**config.mk**
```make
export PLATFORM = sky130hd
export DESIGN_NAME = fb_write_scheduler
export DESIGN_NICKNAME = d
export VERILOG_FILES = /design/src/rtl/fb_pkg.sv /design/src/rtl/fb_raster_counter.sv /design/src/rtl/fb_write_scheduler.sv
export SDC_FILE = /design/constraint.sdc
export NUM_CORES = 1
export LEC_CHECK = 0
export BUFFER_PORTS_ARGS = -buffer_cell sky130_fd_sc_hd__buf_2
export CAP_MARGIN = 20
export CELL_PAD_IN_SITES_DETAIL_PLACEMENT = 1
export CELL_PAD_IN_SITES_GLOBAL_PLACEMENT = 1
export CORE_AREA = 2 2 91 93
export CTS_BUF_LIST = sky130_fd_sc_hd__clkbuf_4
export DETAILED_ROUTE_END_ITERATION = 16
export DIE_AREA = 0 0 93 95
export PLACE_DENSITY = 0.74
export SLEW_MARGIN = 5
export SYNTH_ARGS = -nofsm -noshare
export SYNTH_HDL_FRONTEND = slang
export SYNTH_SLANG_ARGS = --single-unit
```
**constraint.sdc**
```tcl
create_clock -name clk -period 2.2 [get_ports clk]
set_input_delay 0.44 -clock clk [delete_from_list [all_inputs] [get_ports clk]]
set_output_delay 0.44 -clock clk [all_outputs]
set_load 0.05 [all_outputs]
```
**src/rtl/fb_pkg.sv**
```systemverilog
// fb_pkg: shared definitions for the framebuffer write path.
//   FB_CW / FB_WIDTH / FB_HEIGHT : default coordinate width and visible raster size
//   fb_state_e                   : write scheduler states (IDLE, CLEAR)
//   pixel_t                      : one pixel as presented by the mouse and drawer blocks
package fb_pkg;

   localparam int FB_CW     = 11;
   localparam int FB_WIDTH  = 640;
   localparam int FB_HEIGHT = 480;

   typedef enum logic {
      IDLE  = 1'b0,
      CLEAR = 1'b1
   } fb_state_e;

   typedef struct packed {
      logic [FB_CW-1:0] x;
      logic [FB_CW-1:0] y;
      logic             color;
   } pixel_t;

endpackage

```
**src/rtl/fb_raster_counter.sv**
```systemverilog
// fb_raster_counter: raster position generator for the clear sweep.
//   clk, reset         : clock, synchronous active-high reset
//   i_start            : force position to (0,0)
//   i_advance          : step to the next raster position
//   o_cx, o_cy         : current position
//   o_nx, o_ny         : position that i_advance would move to
//   o_last             : current position is (WIDTH-1, HEIGHT-1)
module fb_raster_counter
   import fb_pkg::*;
#(
   parameter int CW     = FB_CW,
   parameter int WIDTH  = FB_WIDTH,
   parameter int HEIGHT = FB_HEIGHT
) (
   input  logic          clk,
   input  logic          reset,
   input  logic          i_start,
   input  logic          i_advance,
   output logic [CW-1:0] o_cx,
   output logic [CW-1:0] o_cy,
   output logic [CW-1:0] o_nx,
   output logic [CW-1:0] o_ny,
   output logic          o_last
);

   localparam logic [CW-1:0] X_MAX = CW'(WIDTH - 1);
   localparam logic [CW-1:0] Y_MAX = CW'(HEIGHT - 1);

   logic [CW-1:0] r_cx;
   logic [CW-1:0] r_cy;
   logic          w_x_wrap;
   logic          w_y_wrap;

   always_comb begin
      w_x_wrap = (r_cx == X_MAX);
      w_y_wrap = (r_cy == Y_MAX);
      o_nx     = w_x_wrap ? '0 : r_cx + 1'b1;
      o_ny     = r_cy;
      if (w_x_wrap) begin
         o_ny = w_y_wrap ? '0 : r_cy + 1'b1;
      end
      o_last   = w_x_wrap && w_y_wrap;
   end

   always_ff @(posedge clk) begin
      if (reset || i_start) begin
         r_cx <= '0;
         r_cy <= '0;
      end else if (i_advance) begin
         r_cx <= o_nx;
         r_cy <= o_ny;
      end
   end

   assign o_cx = r_cx;
   assign o_cy = r_cy;

endmodule

```
**src/rtl/fb_write_scheduler.sv**
```systemverilog
// fb_write_scheduler: arbitrates the single framebuffer write port between
// the internal clear sweep, the mouse plotter and the line/shape drawer.
//   clk, reset             : clock, synchronous active-high reset
//   clear_req / clear_busy : start a full-screen clear / sweep in progress
//                            (clear_busy is the FSM state: 1 = CLEAR)
//   m_req/m_x/m_y/m_color  : mouse pixel, held until m_gnt (combinational)
//   d_req/d_x/d_y/d_color  : drawer pixel, held until d_gnt (combinational)
//   fb_x/fb_y/fb_color/fb_we : registered write port, one cycle after grant
//   drop                   : registered pulse, granted pixel was out of range
// Handshake: a requester raises req with stable x/y/color; the pixel is
// consumed in the cycle its gnt is high and may change on the following cycle.
module fb_write_scheduler
   import fb_pkg::*;
#(
   parameter int WIDTH  = FB_WIDTH,
   parameter int HEIGHT = FB_HEIGHT,
   parameter int CW     = FB_CW
) (
   input  logic          clk,
   input  logic          reset,
   input  logic          clear_req,
   output logic          clear_busy,
   input  logic          m_req,
   input  logic [CW-1:0] m_x,
   input  logic [CW-1:0] m_y,
   input  logic          m_color,
   output logic          m_gnt,
   input  logic          d_req,
   input  logic [CW-1:0] d_x,
   input  logic [CW-1:0] d_y,
   input  logic          d_color,
   output logic          d_gnt,
   output logic [CW-1:0] fb_x,
   output logic [CW-1:0] fb_y,
   output logic          fb_color,
   output logic          fb_we,
   output logic          drop
);

   fb_state_e     r_state;
   fb_state_e     w_state_next;
   logic          r_last_drawer;   // 1: drawer won the most recent grant
   logic [CW-1:0] r_fb_x;
   logic [CW-1:0] r_fb_y;
   logic          r_fb_color;
   logic          r_fb_we;
   logic          r_drop;

   logic          w_cnt_start;
   logic          w_cnt_adv;
   logic [CW-1:0] w_cx;
   logic [CW-1:0] w_cy;
   logic [CW-1:0] w_nx;
   logic [CW-1:0] w_ny;
   logic          w_last;

   logic [CW-1:0] w_win_x;
   logic [CW-1:0] w_win_y;
   logic          w_win_color;
   logic          w_in_range;

   // The counter always mirrors the clear pixel currently on fb_*; on each
   // sweep step both move to the counter's next position together.
   fb_raster_counter #(
      .CW     (CW),
      .WIDTH  (WIDTH),
      .HEIGHT (HEIGHT)
   ) u_raster (
      .clk       (clk),
      .reset     (reset),
      .i_start   (w_cnt_start),
      .i_advance (w_cnt_adv),
      .o_cx      (w_cx),
      .o_cy      (w_cy),
      .o_nx      (w_nx),
      .o_ny      (w_ny),
      .o_last    (w_last)
   );

   always_comb begin
      w_state_next = r_state;
      m_gnt        = 1'b0;
      d_gnt        = 1'b0;
      w_cnt_start  = 1'b0;
      w_cnt_adv    = 1'b0;
      case (r_state)
         IDLE: begin
            if (clear_req) begin
               w_state_next = CLEAR;
               w_cnt_start  = 1'b1;
            end else begin
               // On a tie the requester not granted most recently wins.
               m_gnt = m_req && (!d_req || r_last_drawer);
               d_gnt = d_req && (!m_req || !r_last_drawer);
            end
         end
         CLEAR: begin
            if (w_last) begin
               w_state_next = IDLE;
            end else begin
               w_cnt_adv = 1'b1;
            end
         end
         default: w_state_next = IDLE;
      endcase
      if (reset) begin
         m_gnt = 1'b0;
         d_gnt = 1'b0;
      end
   end

   always_comb begin
      w_win_x     = m_gnt ? m_x     : d_x;
      w_win_y     = m_gnt ? m_y     : d_y;
      w_win_color = m_gnt ? m_color : d_color;
      w_in_range  = (w_win_x < CW'(WIDTH)) && (w_win_y < CW'(HEIGHT));
   end

   always_ff @(posedge clk) begin
      if (reset) begin
         r_state       <= IDLE;
         r_last_drawer <= 1'b1;
         r_fb_x        <= '0;
         r_fb_y        <= '0;
         r_fb_color    <= 1'b0;
         r_fb_we       <= 1'b0;
         r_drop        <= 1'b0;
      end else begin
         r_state <= w_state_next;
         r_fb_we <= 1'b0;
         r_drop  <= 1'b0;
         if (w_cnt_start) begin
            r_fb_x     <= '0;
            r_fb_y     <= '0;
            r_fb_color <= 1'b0;
            r_fb_we    <= 1'b1;
         end else if (w_cnt_adv) begin
            r_fb_x     <= w_nx;
            r_fb_y     <= w_ny;
            r_fb_color <= 1'b0;
            r_fb_we    <= 1'b1;
         end else if (m_gnt || d_gnt) begin
            r_last_drawer <= d_gnt;
            // Out-of-range pixels are consumed but leave the address untouched.
            if (w_in_range) begin
               r_fb_x     <= w_win_x;
               r_fb_y     <= w_win_y;
               r_fb_color <= w_win_color;
               r_fb_we    <= 1'b1;
            end else begin
               r_drop <= 1'b1;
            end
         end
      end
   end

   assign clear_busy = (r_state == CLEAR);
   assign fb_x       = r_fb_x;
   assign fb_y       = r_fb_y;
   assign fb_color   = r_fb_color;
   assign fb_we      = r_fb_we;
   assign drop       = r_drop;

endmodule

```
Word level (Yosys, flattened, before mapping)
Index checks and enable logic that the tools add are counted.
{"block": "totals", "wordCells": 66, "output_inout_bits": 28, "regBits": 49, "input_bits": 51}
{"block": "classes", "bitwise": 4, "mux": 28, "reduce_logical": 19, "n_eq_ne": 2, "addsub": 2, "n_lt_le_gt_ge": 2}
{"cell": "$mux W11", "count": 11}
{"cell": "$add A11 B1 Y11 const B", "count": 2}
{"cell": "$mux W1", "count": 16}
{"cell": "$eq A11 B10 Y1 const B", "count": 1}
{"cell": "$eq A11 B9 Y1 const B", "count": 1}
{"cell": "$lt A11 B10 Y1 const B", "count": 1}
{"cell": "$lt A11 B9 Y1 const B", "count": 1}
{"cell": "$logic_and A1 B1 Y1", "count": 4}
{"cell": "$logic_or A1 B1 Y1", "count": 4}
{"cell": "$not A1 Y1", "count": 4}
{"cell": "$reduce_and A2 Y1", "count": 2}
{"cell": "$reduce_bool A2 Y1", "count": 2}
{"cell": "$reduce_or A4 Y1", "count": 1}
{"cell": "$logic_not A1 Y1", "count": 3}
{"cell": "$reduce_and A3 Y1", "count": 1}
{"cell": "$reduce_or A3 Y1", "count": 1}
{"cell": "$pmux W1 S2", "count": 1}
{"cell": "$reduce_or A2 Y1", "count": 1}

Depth between registers and ports, before layout
Gate-level depths: netlist (run 1).
{"block": "logic_depth", "depth_word": 13, "ltp_mapped": 8, "depth_no_buf": 6}

By module
A second synthesis (run 1) with hierarchy kept.
{"block": "unflattened", "cells_unflattened": 370, "area_unflattened_um2": 3049.2}
{"mod": "fb_raster_counter", "cells_per_inst": 214, "area_per_inst_um2": 1630.3, "seq_area_each_um2": 440.4, "instances": 1}
{"mod": "fb_write_scheduler", "cells_per_inst": 156, "area_per_inst_um2": 1418.9, "seq_area_each_um2": 540.5, "instances": 1}

Least setup slack after synthesis (run 1)
No wires, ideal clock.
{"block": "synth_path", "kind": "register -> register", "start": "reg r_state (netlist: clear_busy)", "end": "reg r_fb_x[3] (netlist: fb_x[3])", "t_required_ps": 2081, "arrival_ps": 3304, "synth_period_minus_slack_ps": 3423, "path_buffers": 2, "path_stages_with_launch": 8, "setup_ps": 119, "setup_slack_ps": -1223, "path_cell_list": "dfxtp_1 > or3b_2 > a211oi_1 > a22o_1 > buf_2 > buf_2 > a21oi_1 > o221a_2"}
{"block": "synth_between", "word_cells_on_any_way": 19, "classes_between": "2 x order compare; 11 x mux; 6 x reduce/logical"}
{"element": "start: declaration", "line": "fb_write_scheduler.sv:40", "source": "fb_state_e r_state;"}
{"element": "start signal: assignment", "line": "fb_write_scheduler.sv:129", "source": "r_state <= w_state_next;"}
{"element": "$mux W1", "line": "fb_write_scheduler.sv:86", "source": "case (r_state)"}
{"element": "$mux W1", "line": "fb_write_scheduler.sv:106", "source": "if (reset) begin"}
{"element": "net d_gnt", "line": "fb_write_scheduler.sv:32", "source": "output logic d_gnt,"}
{"element": "$logic_or A1 B1 Y1", "line": "fb_write_scheduler.sv:142", "source": "end else if (m_gnt || d_gnt) begin"}
{"element": "$reduce_bool A2 Y1 (no line)"}
{"element": "$reduce_and A2 Y1 (no line)"}
{"element": "end signal: assignment", "line": "fb_write_scheduler.sv:138", "source": "r_fb_x <= w_nx;"}
{"element": "end signal: assignment", "line": "fb_write_scheduler.sv:146", "source": "r_fb_x <= w_win_x;"}
{"element": "end: declaration", "line": "fb_write_scheduler.sv:43", "source": "logic [CW-1:0] r_fb_x;"}
The timed path passes the listed nets, and every way through them passes these cells. The select of a mux whose other input is x is not followed.
A chain may end at the register's enable or synchronous reset.

Worst setup path after layout (run 1)
{"block": "layout_path", "start": "reg u_raster.r_cx[7] (netlist: u_raster.o_cx[7])", "end": "reg u_raster.r_cy[8] (netlist: u_raster.o_cy[8])"}
{"block": "layout_between", "elab_chain_len": 4, "word_cells_on_any_way": 5, "classes_between": "1 x eq/ne; 3 x mux; 1 x reduce/logical"}
{"element": "start: declaration", "line": "fb_raster_counter.sv:29", "source": "logic [CW-1:0] r_cx;"}
{"element": "start signal: assignment", "line": "fb_raster_counter.sv:50", "source": "r_cx <= o_nx;"}
{"element": "$eq A11 B10 Y1 (*)", "line": "fb_raster_counter.sv:35", "source": "w_x_wrap = (r_cx == X_MAX);"}
{"element": "$logic_and A1 B1 Y1", "line": "fb_raster_counter.sv:42", "source": "o_last = w_x_wrap && w_y_wrap;"}
{"element": "$mux W1", "line": "fb_write_scheduler.sv:98", "source": "if (w_last) begin"}
{"element": "$mux W1", "line": "fb_write_scheduler.sv:86"}
{"element": "end signal: assignment", "line": "fb_raster_counter.sv:51", "source": "r_cy <= o_ny;"}
{"element": "end: declaration", "line": "fb_raster_counter.sv:30", "source": "logic [CW-1:0] r_cy;"}
Mark *: on every way between the ends. The rest lies on a longest branch, timed or not.

==> impl_results.md, run 1 <==
- Status: complete, no violations
- Yosys synthesis warning count: 0
- Post-synthesis async set-or-reset flop share: 0%
- Crit-path max FO: 6
- Levels on crit path: 5
- Initial DRC Count: 106
- Sw frac: around 32%
- Peak VDD IR: ~0.23 mV
- Starting Density: between 30% and 40%
- Pin count of the biggest net entering global routing: 17
- CORE AREA: approximately 7900 um^2
- Tot Pwr: roughly 1.7 mW
- CP delay by family, top: simple AND/OR/NAND/NOR gates
- Crit-path max cell delay: approximately 0.53 ns
- Synth top area share: roughly 36%
- Mapped cell area: 2760 um^2
- Rel. slew slack: 66.7%
- Max Fclk: 467 MHz
- Sequential share of the synthesized area: about 36%
- Cts hold-fix bufs: 0
- Clock power frac: approximately a quarter
- Arrival time at the worst endpoint: around 2.5 ns
- Clk buf depth: 2
- Hold Path End: clear_busy$_SDFF_PP0_
- Count of cell types in the netlist: between 50 and 60
- Net Count, Synth: around 370
- Slowest-stage cell, CP: or4b_4
- Post-synth top area cell: dfxtp_1
- Vias in the first global route: 2,919
- HP Start: reset
- Worst path cell trace: or4b_4 -> or3_4 -> or2_4 -> or4_1 -> a21oi_1
- Drt drc: 0
- First-pass GRT wire length: 14,000 um
- Non-filler cells, final: 526
- LEAKAGE: around 1.4 nW
- Clock skew: 0.0128 ns
- Flops & latches, synth: 49
- Number of synthesized flops with an enable pin: 0
- Reg2Reg Capture Point: u_raster.o_cy[8]$_SDFFE_PP0P_
- Synth top area cells: dfxtp_1, mux2i_1, mux2_2
- Area Overhead vs Synth: 33.6%
- WP data required: approximately 2.5 ns
- Setup Crit Path Kind: flip-flop to flip-flop
- Reg-to-reg setup timing slack: 0.06 ns
- CP Launch Type: flip-flop
- Grt total ovfl: 0
- Crit path buf inv count: 0
- Final min period: 2.14 ns
- Max-cap check violation count: 0
- Syn Inst Count: between 300 and 400
- Top-count cell post-synth: dfxtp_1
- Clock root buffer: clkbuf_4
- Final worst path period share: 97.3%
- Worst setup EP type: flip-flop
- Share of cells above drive strength 1: 40.1%
- CTS Buf Count: 5
- Top Ports: between 70 and 80
- Initial antenna violation count: 0
- Final setup violating endpoints: 0
- Die X: around 93 um
- Comb power frac: between 20% and 30%
- R2R depth: 5
- Switch Pwr: ~560 uW
- Wire per inst: roughly 17 um
- Slew Viols, Final: 0
- Gpl congestion: around 0.87
- Clk Latency, worst-skew pair: roughly 0.38 ns
- Sequential power share: 53.3%
- NumNets Final: between 400 and 500
- Dpl cells: 516
- Final Hold Viols: 0
- Synth cell count leaders: dfxtp_1, nor2_1, a21oi_1
- HP Class: input port to flip-flop
- Setup TNS: 0 ns
- Sink Count: 49
- Placement Cell Area: approximately 3500 um^2
- Pwr dens: between 400 and 500 nW/um^2
- Pre-Repair DR Iteration Count: 6
- Input/output buffers: just under 80
- Hold path cells: 2
- Row count: 33
- Routed Wire Length: 8860 um
- Final hold slack: approximately 0.34 ns
- Vias: approximately 2,800
- Antenna fix cells: 0
- Final HPWL DP: around 7000 um
- Via density per instance: between 5 and 6
- Ys flop type: dfxtp_1
- CTS tree: built
- FF-to-FF Start: u_raster.o_cx[7]$_SDFFE_PP0P_
- Tot GR Track Use: approximately a fifth
- Design area: between 3000 and 4000 um^2
- Syn Area/Cell: 8.77 um^2
- Measured slew at the worst slew-check pin: a little under 0.5 ns
- Pint: ~1.2 mW
- Antenna Nets Post-Route: 0
- Die Ht: 95 um
- CTS clock-pin slew for the worst setup and hold paths: 0.16 ns
- Total Die Area: 8840 um^2
- Htree depth: 2
[metrics by stage]
step	util [%]	setup WS, ns
after floorplan	-	-0.102
after global placement	44.6	-0.0374
after detailed placement	44.6	-0.0976
after CTS	45.7	0.0128
after global routing	46.4	-0.0358
final	46.4	0.0593
[per-layer routing]
metal | vias to the layer above | wire length (um) | track usage (%)
li1 | 1371 | - | -
met1 | 1387 | 4020 | 25.0
met2 | 52 | 4410 | 36.2
met3 | 13 | 263 | 3.19
met4 | 0 | 167 | 6.37
met5 | - | 0 | 0
[cell usage in the layout (no fill, tap or decap), types with 3 or more instances in the layout]
master and count:
nand2b_1 3, o21ai_0 9, o221a_2 7, dfxtp_1 47
buf_6 4, nor3_2 3, buf_2 76, o22ai_1 5
mux2_2 12, or3b_4 3, xnor2_1 13, nand3_1 9
nor2_1 27, a21oi_2 3, nand2_1 16, xor2_1 9
mux2i_1 20, a21oi_1 23, buf_4 37, nor3b_1 3
and3_1 7, nand4_1 8, nor4_1 5, inv_1 5
o211ai_1 3, o21a_1 6, clkbuf_4 5, o31ai_1 4
nor3_1 6
[registers in the layout, summed over array words and instances, names as in the netlist, 11 cells and up]
signal         count
fb_x              11
fb_y              11
u_raster.o_cx     11
u_raster.o_cy     11
[worst max path at each step]
stage / startpoint / end / slack, ns
6_report: u_raster.o_cx[7]$_SDFFE_PP0P_ / u_raster.o_cy[8]$_SDFFE_PP0P_ / 0.06
5_1_grt: u_raster.o_cx[7]$_SDFFE_PP0P_ / fb_y[10]$_SDFFE_PP0P_ / -0.04
4_1_cts: clear_busy$_SDFF_PP0_ / d_gnt / 0.01
3_5_place_dp: clear_req / fb_x[3]$_SDFFE_PP0P_ / -0.1
3_3_place_gp: clear_req / m_gnt / -0.04
2_1_floorplan: clear_req / fb_x[0]$_SDFFE_PP0P_ / -0.10
[worst reg2reg max path, stage by stage, from the launching register on]
cell and delay [ns]:
dfxtp_2 0.35, or4b_4 0.53, or3_4 0.40, or2_4 0.28, or4_1 0.40, a21oi_1 0.13
[layout make-up]
type	count	area, um^2
clock buffers	5	37.5
clock inverters	3	17.5
fillers	982	4250
inverters	5	18.8
multi-input cells	239	1730
flip-flops and latches	49	986
well taps	105	131
repair buffers	120	758
[power by group through the flow]
stage                     Sequential (mW)  Clock (mW)  Combinational (mW)
after floorplan                      1.01           0               0.146
after global placement              0.943           0               0.354
after CTS                           0.925       0.454               0.367
final                               0.925       0.440               0.370
after detailed placement            0.944           0               0.362
after global routing                0.929       0.488               0.397
[what timing repair did]
action	in CTS	in global routing
endpoints found under the setup margin	3	15
buffers inserted	1	1
pin swaps	1	4
gates resized for setup	7	12
[logic make-up (layout without fill, tap and decap cells)]
kind of cell / count (synthesis) / in the layout / synth area share (%)
fa+ha+maj: 2 / 2 / 0.908
xor+xnor: 22 / 22 / 6.99
buf+inv: 26 / 133 / 4.22
simple gates: 102 / 102 / 19.8
flops: 49 / 49 / 35.6
mux: 33 / 33 / 12.5
compound gates: 80 / 80 / 20.0
Power figures use the tool's default switching activity.
==> inputs of run 2 (changes only) <==
- CORE_AREA: 2 2 91 93 -> 2 2 86 88
- DIE_AREA: 0 0 93 95 -> 0 0 88 90
- PLACE_DENSITY: 0.74 -> 0.79
- clock period: 2.2 -> 2.45 ns (I/O delays scaled with it)
==> run 2 against run 1 <==
Register-to-register slack better by 0.05 ns. Count of clock-buffer cells in the layout is the same. Critical path depth up 1. Clock skew shrank 0.0031 ns. Highest routed layer unchanged.
==> impl_results.md, run 2 (synthesized netlist as in run 1, its figures left out) <==
- Routed wl met3: 374 um
- Worst setup EP type: flip-flop
- Setup TNS: 0 ns
- Wire per inst: 16.6 um
- Tot GR Track Use: roughly a fifth
- Vias in the first global route: about 2,800
- Clock power frac: roughly a quarter
- Clock skew: just under 0.01 ns
- Final Core Density: just under 50%
- Max-cap check violation count: 0
- Vias: 2,689
- Clk buf depth: 2
- Status: complete, no violations
- CTS clock-pin slew for the worst setup and hold paths: roughly 0.14 ns
- CP Launch Type: flip-flop
- Area Overhead vs Synth: 23.9%
- Crit-path max FO: 20
- Starting Density: between 30 and 40%
- Pint: 1.04 mW
- Total Die Area: approximately 7900 um^2
- Cts hold-fix bufs: 0
- Max Fclk: around 430 MHz
- Metal2 WL: just over 4000 um
- Pwr dens: between 400 and 500 nW/um^2
- Number of fill cells in the layout: roughly 850
- Final min period: roughly 2.3 ns
- Setup Crit Path Kind: flip-flop to flip-flop
- CTS tree: built
- LEAKAGE: ~1.3 nW
- Clock root buffer: clkbuf_4
- Gpl congestion: around 0.85
- Share of cells above drive strength 1: about a third
- Initial DRC Count: 60
- Slew Viols, Final: 0
- Sink Count: approximately 50
- Htree depth: 2
- Antenna fix cells: 0
- Antenna Nets Post-Route: 0
- Via density per instance: 5.43
- First-pass GRT wire length: roughly 13,000 um
- WP data required: approximately 2.7 ns
- NumNets Final: 448
- Peak VDD IR: approximately 0.14 mV
- Arrival time at the worst endpoint: about 2.6 ns
- Pin count of the biggest net entering global routing: 25
- Most frequent cells in the layout: buf_2, dfxtp_1, nor2_1, a21oi_1, mux2i_1
- Initial antenna violation count: 0
- Final HPWL DP: 6360 um
- Grt total ovfl: 0
- Die Ht: ~90 um
- RSZ-0062 raised after global routing: no
- Die X: about 88 um
- Drt drc: 0
- Row count: 31
- Comb power frac: between 20% and 30%
- CTS Buf Count: 5
- Final setup violating endpoints: 0
- Final worst path period share: 95.6%
- Top layer in use: met4
- Most common library cell in the layout ignoring fill and taps: buf_2
- Switch Pwr: 479 uW
- Final Hold Viols: 0
- Sw frac: 31.6%
- Routed Wire Length: ~8200 um
- Input/output buffers: a little under 80
- Clk Latency, worst-skew pair: 0.37 ns
- Sequential power share: about 55%
- Measured slew at the worst slew-check pin: between 0.4 and 0.5 ns
- CORE AREA: between 7000 and 8000 um^2
- HP Class: input port to flip-flop
- Pre-Repair DR Iteration Count: 4
- DRT met1 WL: between 3000 and 4000 um
- Rel. slew slack: between 60% and 70%
- Top Ports: a little under 80
==> run 2: cell type report <==
cell class / instances / area, um^2 / share of cell area [%]
Tap cell: 99 / 124 / 3.63
Inverter: 5 / 18.8 / 0.550
Clock inverter: 3 / 17.5 / 0.513
Timing Repair Buffer: 95 / 552 / 16.2
Multi-Input combinational cell: 239 / 1680 / 49.2
Clock buffer: 5 / 37.5 / 1.10
Sequential cell: 49 / 986 / 28.9
==> run 2: worst max-delay path: stages (launching register included) <==
cell and delay [ns]:
dfxtp_2 0.38, or4b_4 0.55, or3_4 0.47, o21a_1 0.23, buf_4 0.21, o21a_1 0.14
a221oi_1 0.28
==> run 2: repair_timing <==
item                                    in CTS  in global routing
pin swaps                                    0                  2
hold endpoints to repair                     0                  0
gates resized for setup                      1                  6
endpoints found under the setup margin       1                  4
buffers inserted                             0                  3
==> run 2: metrics by stage <==
stage | area [um^2] | power (mW) | instances | hold WS, ns | setup slack, ns
after floorplan | 2780 | 1.04 | 314 | 0.473 | 0.0983
after global routing | 3410 | 1.59 | 495 | 0.391 | 0.00834
after CTS | 3380 | 1.53 | 492 | 0.385 | 0.00194
final | 3410 | 1.52 | 495 | 0.405 | 0.107
after global placement | 3320 | 1.15 | 484 | 0.489 | 0.109
after detailed placement | 3320 | 1.15 | 484 | 0.499 | 0.0565
==> run 2: metal layers <==
layer,vias up,track usage [%]
li1,1327,-
met1,1287,26.4
met2,66,36.6
met3,9,3.03
met4,0,5.00
met5,-,0
==> run 2: path summary, 6_finish.rpt <==
| kind | slack, ns | from | end | cells past startpoint |
|---|---|---|---|---|
| worst max-delay path | 0.11 | u_raster.o_cx[8]$_SDFFE_PP0P_ | fb_y[6]$_SDFFE_PP0P_ | 6 |
| worst min-delay path | 0.41 | reset | clear_busy$_SDFF_PP0_ | 2 |
| worst max register to register | 0.11 | u_raster.o_cx[8]$_SDFFE_PP0P_ | fb_y[6]$_SDFFE_PP0P_ | 6 |
| worst min register to register | 0.51 | fb_color$_SDFFE_PP0P_ | fb_color$_SDFFE_PP0P_ | 2 |
==> run 2: power by group through the flow <==
stage          clock network, mW  logic [mW]  registers [mW]
6_report                   0.380       0.305           0.831
5_1_grt                    0.423       0.328           0.834
4_1_cts                    0.389       0.306           0.831
3_5_place_dp                   0       0.305           0.848
3_3_place_gp                   0       0.299           0.848
2_1_floorplan                  0       0.126           0.910
==> inputs of run 3 (changes only) <==
- BUFFER_PORTS_ARGS: -buffer_cell sky130_fd_sc_hd__buf_2 -> default
- DONT_BUFFER_PORTS: default -> 1
- PLACE_DENSITY: 0.79 -> 0.66
==> run 3 against run 2 <==
Global-route usage decreased by 0.63 points. Largest cell class unchanged. Die area unchanged. Critical endpoint is now m_gnt. Total power is 0.46% lower. Highest routed layer unchanged.
==> impl_results.md, run 3 (synthesized netlist as in run 1, its figures left out) <==
- Status: complete, no violations
- Final HPWL DP: between 6000 and 7000 um
- Worst setup path end: m_gnt
- Die Ht: approximately 90 um
- Worst setup EP type: primary output
- Measured slew at the worst slew-check pin: ~0.58 ns
- Drt drc: 0
- Final min period: around 2.4 ns
- Sw frac: 32.5%
- Sink Count: just under 50
- Non-filler cells, final: 424
- Final setup violating endpoints: 0
- CTS tree: built
- Row count: 31
- Pint: between 1 and 1.5 mW
- Pre-Repair DR Iteration Count: 4
- Crit-path max cell delay: about 0.5 ns
- Switch Pwr: ~490 uW
- LEAKAGE: between 0.9 and 1 nW
- Vias: ~2,400
- Top Ports: 79
- Total Die Area: approximately 7900 um^2
- Vias in the first global route: between 2,000 and 2,500
- First-pass GRT wire length: 12,500 um
- Setup Crit Path Kind: flip-flop to primary output
- Initial DRC Count: approximately 110
- Input/output buffers: 0
- Antenna Nets Post-Route: 0
- R2R depth: 5
- Critical Path Start: clear_busy$_SDFF_PP0_
- CP Launch Type: flip-flop
- Peak VDD IR: 0.197 mV
- CTS clock-pin slew for the worst setup and hold paths: between 0.15 and 0.2 ns
- Routed Wire Length: a little under 8000 um
- Gpl congestion: between 0.8 and 0.9
- Clock power frac: ~28%
- Htree depth: 2
- Clk buf depth: 2
- CORE AREA: approximately 7000 um^2
- Pin count of the biggest net entering global routing: 24
- HP Class: input port to flip-flop
- Final Hold Viols: 0
- Dpl cells: approximately 410
- Final worst path period share: slightly below 100%
- Arrival time at the worst endpoint: between 1.5 and 2 ns
- Crit-path max FO: 11
- Tot GR Track Use: 20.2%
- Slowest-stage cell, CP: or3b_2
- Number of fill cells in the layout: 841
- Area Overhead vs Synth: 12.5%
- Placement Cell Area: 2990 um^2
- Slew Viols, Final: 0
- Design area: 3100 um^2
- Clk Latency, worst-skew pair: 0.39 ns
- Most frequent cells in the layout: dfxtp_1, nor2_1, a21oi_1, mux2i_1, buf_4
- Starting Density: between 30% and 40%
- Clock skew: between 0.015 and 0.02 ns
- Worst path cell trace: or3b_2 -> nor3_4 -> buf_12 -> buf_8
- Antenna fix cells: 0
- NumNets Final: 377
- FF-to-FF Start: u_raster.o_cx[8]$_SDFFE_PP0P_
- Initial antenna violation count: 0
- Reg2Reg Capture Point: fb_y[9]$_SDFFE_PP0P_
- CTS Buf Count: 5
- Wire per inst: between 15 and 20 um
- Sequential power share: approximately three fifths
- Via density per instance: about 5.7
- Pwr dens: 487 nW/um^2
- Grt total ovfl: 0
- Max-cap check violation count: 0
- Comb power frac: approximately an eighth
- Most common library cell in the layout ignoring fill and taps: dfxtp_1
- WP data required: 1.96 ns
- Die X: between 80 and 90 um
- Max Fclk: ~420 MHz
- Share of cells above drive strength 1: 20.0%
- Rel. slew slack: 61.3%
- Cts hold-fix bufs: 0
- Reg-to-reg setup timing slack: between 0.1 and 0.15 ns
- Clock root buffer: clkbuf_4
[run 3: per-layer routing]
| layer | track usage, % | share of wire, % | vias up | routed length [um] |
|---|---|---|---|---|
| met5 | 0 | 0 | - | 0 |
| met1 | 28.3 | 47 | 1171 | 3770 |
| met3 | 4.50 | 5.5 | 6 | 441 |
| li1 | - | - | 1185 | - |
| met2 | 31.5 | 46 | 66 | 3660 |
| met4 | 4.87 | 0.98 | 0 | 78 |
[run 3: layout make-up]
| class | instances | area (um^2) | area share (%) |
|---|---|---|---|
| Clock buffer | 5 | 37.5 | 1.21 |
| Timing Repair Buffer | 24 | 230 | 7.43 |
| Sequential cell | 49 | 983 | 31.7 |
| Multi-Input combinational cell | 239 | 1680 | 54.2 |
| Tap cell | 99 | 124 | 4.00 |
| Clock inverter | 3 | 26.3 | 0.847 |
| Inverter | 5 | 18.8 | 0.605 |
[run 3: power groups by stage]
stage	combinational [mW]	sequential [mW]	clock, mW
finish	0.198	0.893	0.419
detailed placement	0.192	0.911	0
global placement	0.189	0.909	0
CTS	0.192	0.893	0.437
floorplan	0.126	0.910	0
global route	0.216	0.896	0.460
[run 3: repair_timing]
action	in CTS	in global routing
endpoints found under the setup margin	0	2
gates resized for setup	0	4
buffers inserted	0	1
[run 3: worst max-delay path, delay by kind of cell, from the launching register on]
kind	cells	cell delay, ns
flops	1	0.36
buf+inv	2	0.34
simple gates	2	0.79
[run 3: worst min-delay path by stage]
stage	start	endpoint	depth (start not counted)
2_1_floorplan	u_raster.o_cy[8]$_SDFFE_PP0P_	u_raster.o_cy[8]$_SDFFE_PP0P_	2
3_3_place_gp	u_raster.o_cy[8]$_SDFFE_PP0P_	u_raster.o_cy[8]$_SDFFE_PP0P_	2
3_5_place_dp	u_raster.o_cy[8]$_SDFFE_PP0P_	u_raster.o_cy[8]$_SDFFE_PP0P_	2
4_1_cts	reset	clear_busy$_SDFF_PP0_	1
5_1_grt	reset	clear_busy$_SDFF_PP0_	1
6_report	reset	clear_busy$_SDFF_PP0_	1
[run 3: stage by stage]
| stage | power [mW] | TNS [ns] | utilization (%) | setup slack, ns | hold WS (ns) |
|---|---|---|---|---|---|
| 2_1_floorplan | 1.04 | 0 | - | 0.0983 | 0.473 |
| 3_3_place_gp | 1.10 | 0 | 42.6 | 0.172 | 0.498 |
| 3_5_place_dp | 1.10 | 0 | 42.6 | 0.147 | 0.509 |
| 4_1_cts | 1.52 | 0 | 43.6 | 0.00139 | 0.131 |
| 5_1_grt | 1.57 | -0.00711 | 44.2 | -0.00711 | 0.123 |
| 6_report | 1.51 | 0 | 44.2 | 0.0702 | 0.144 |
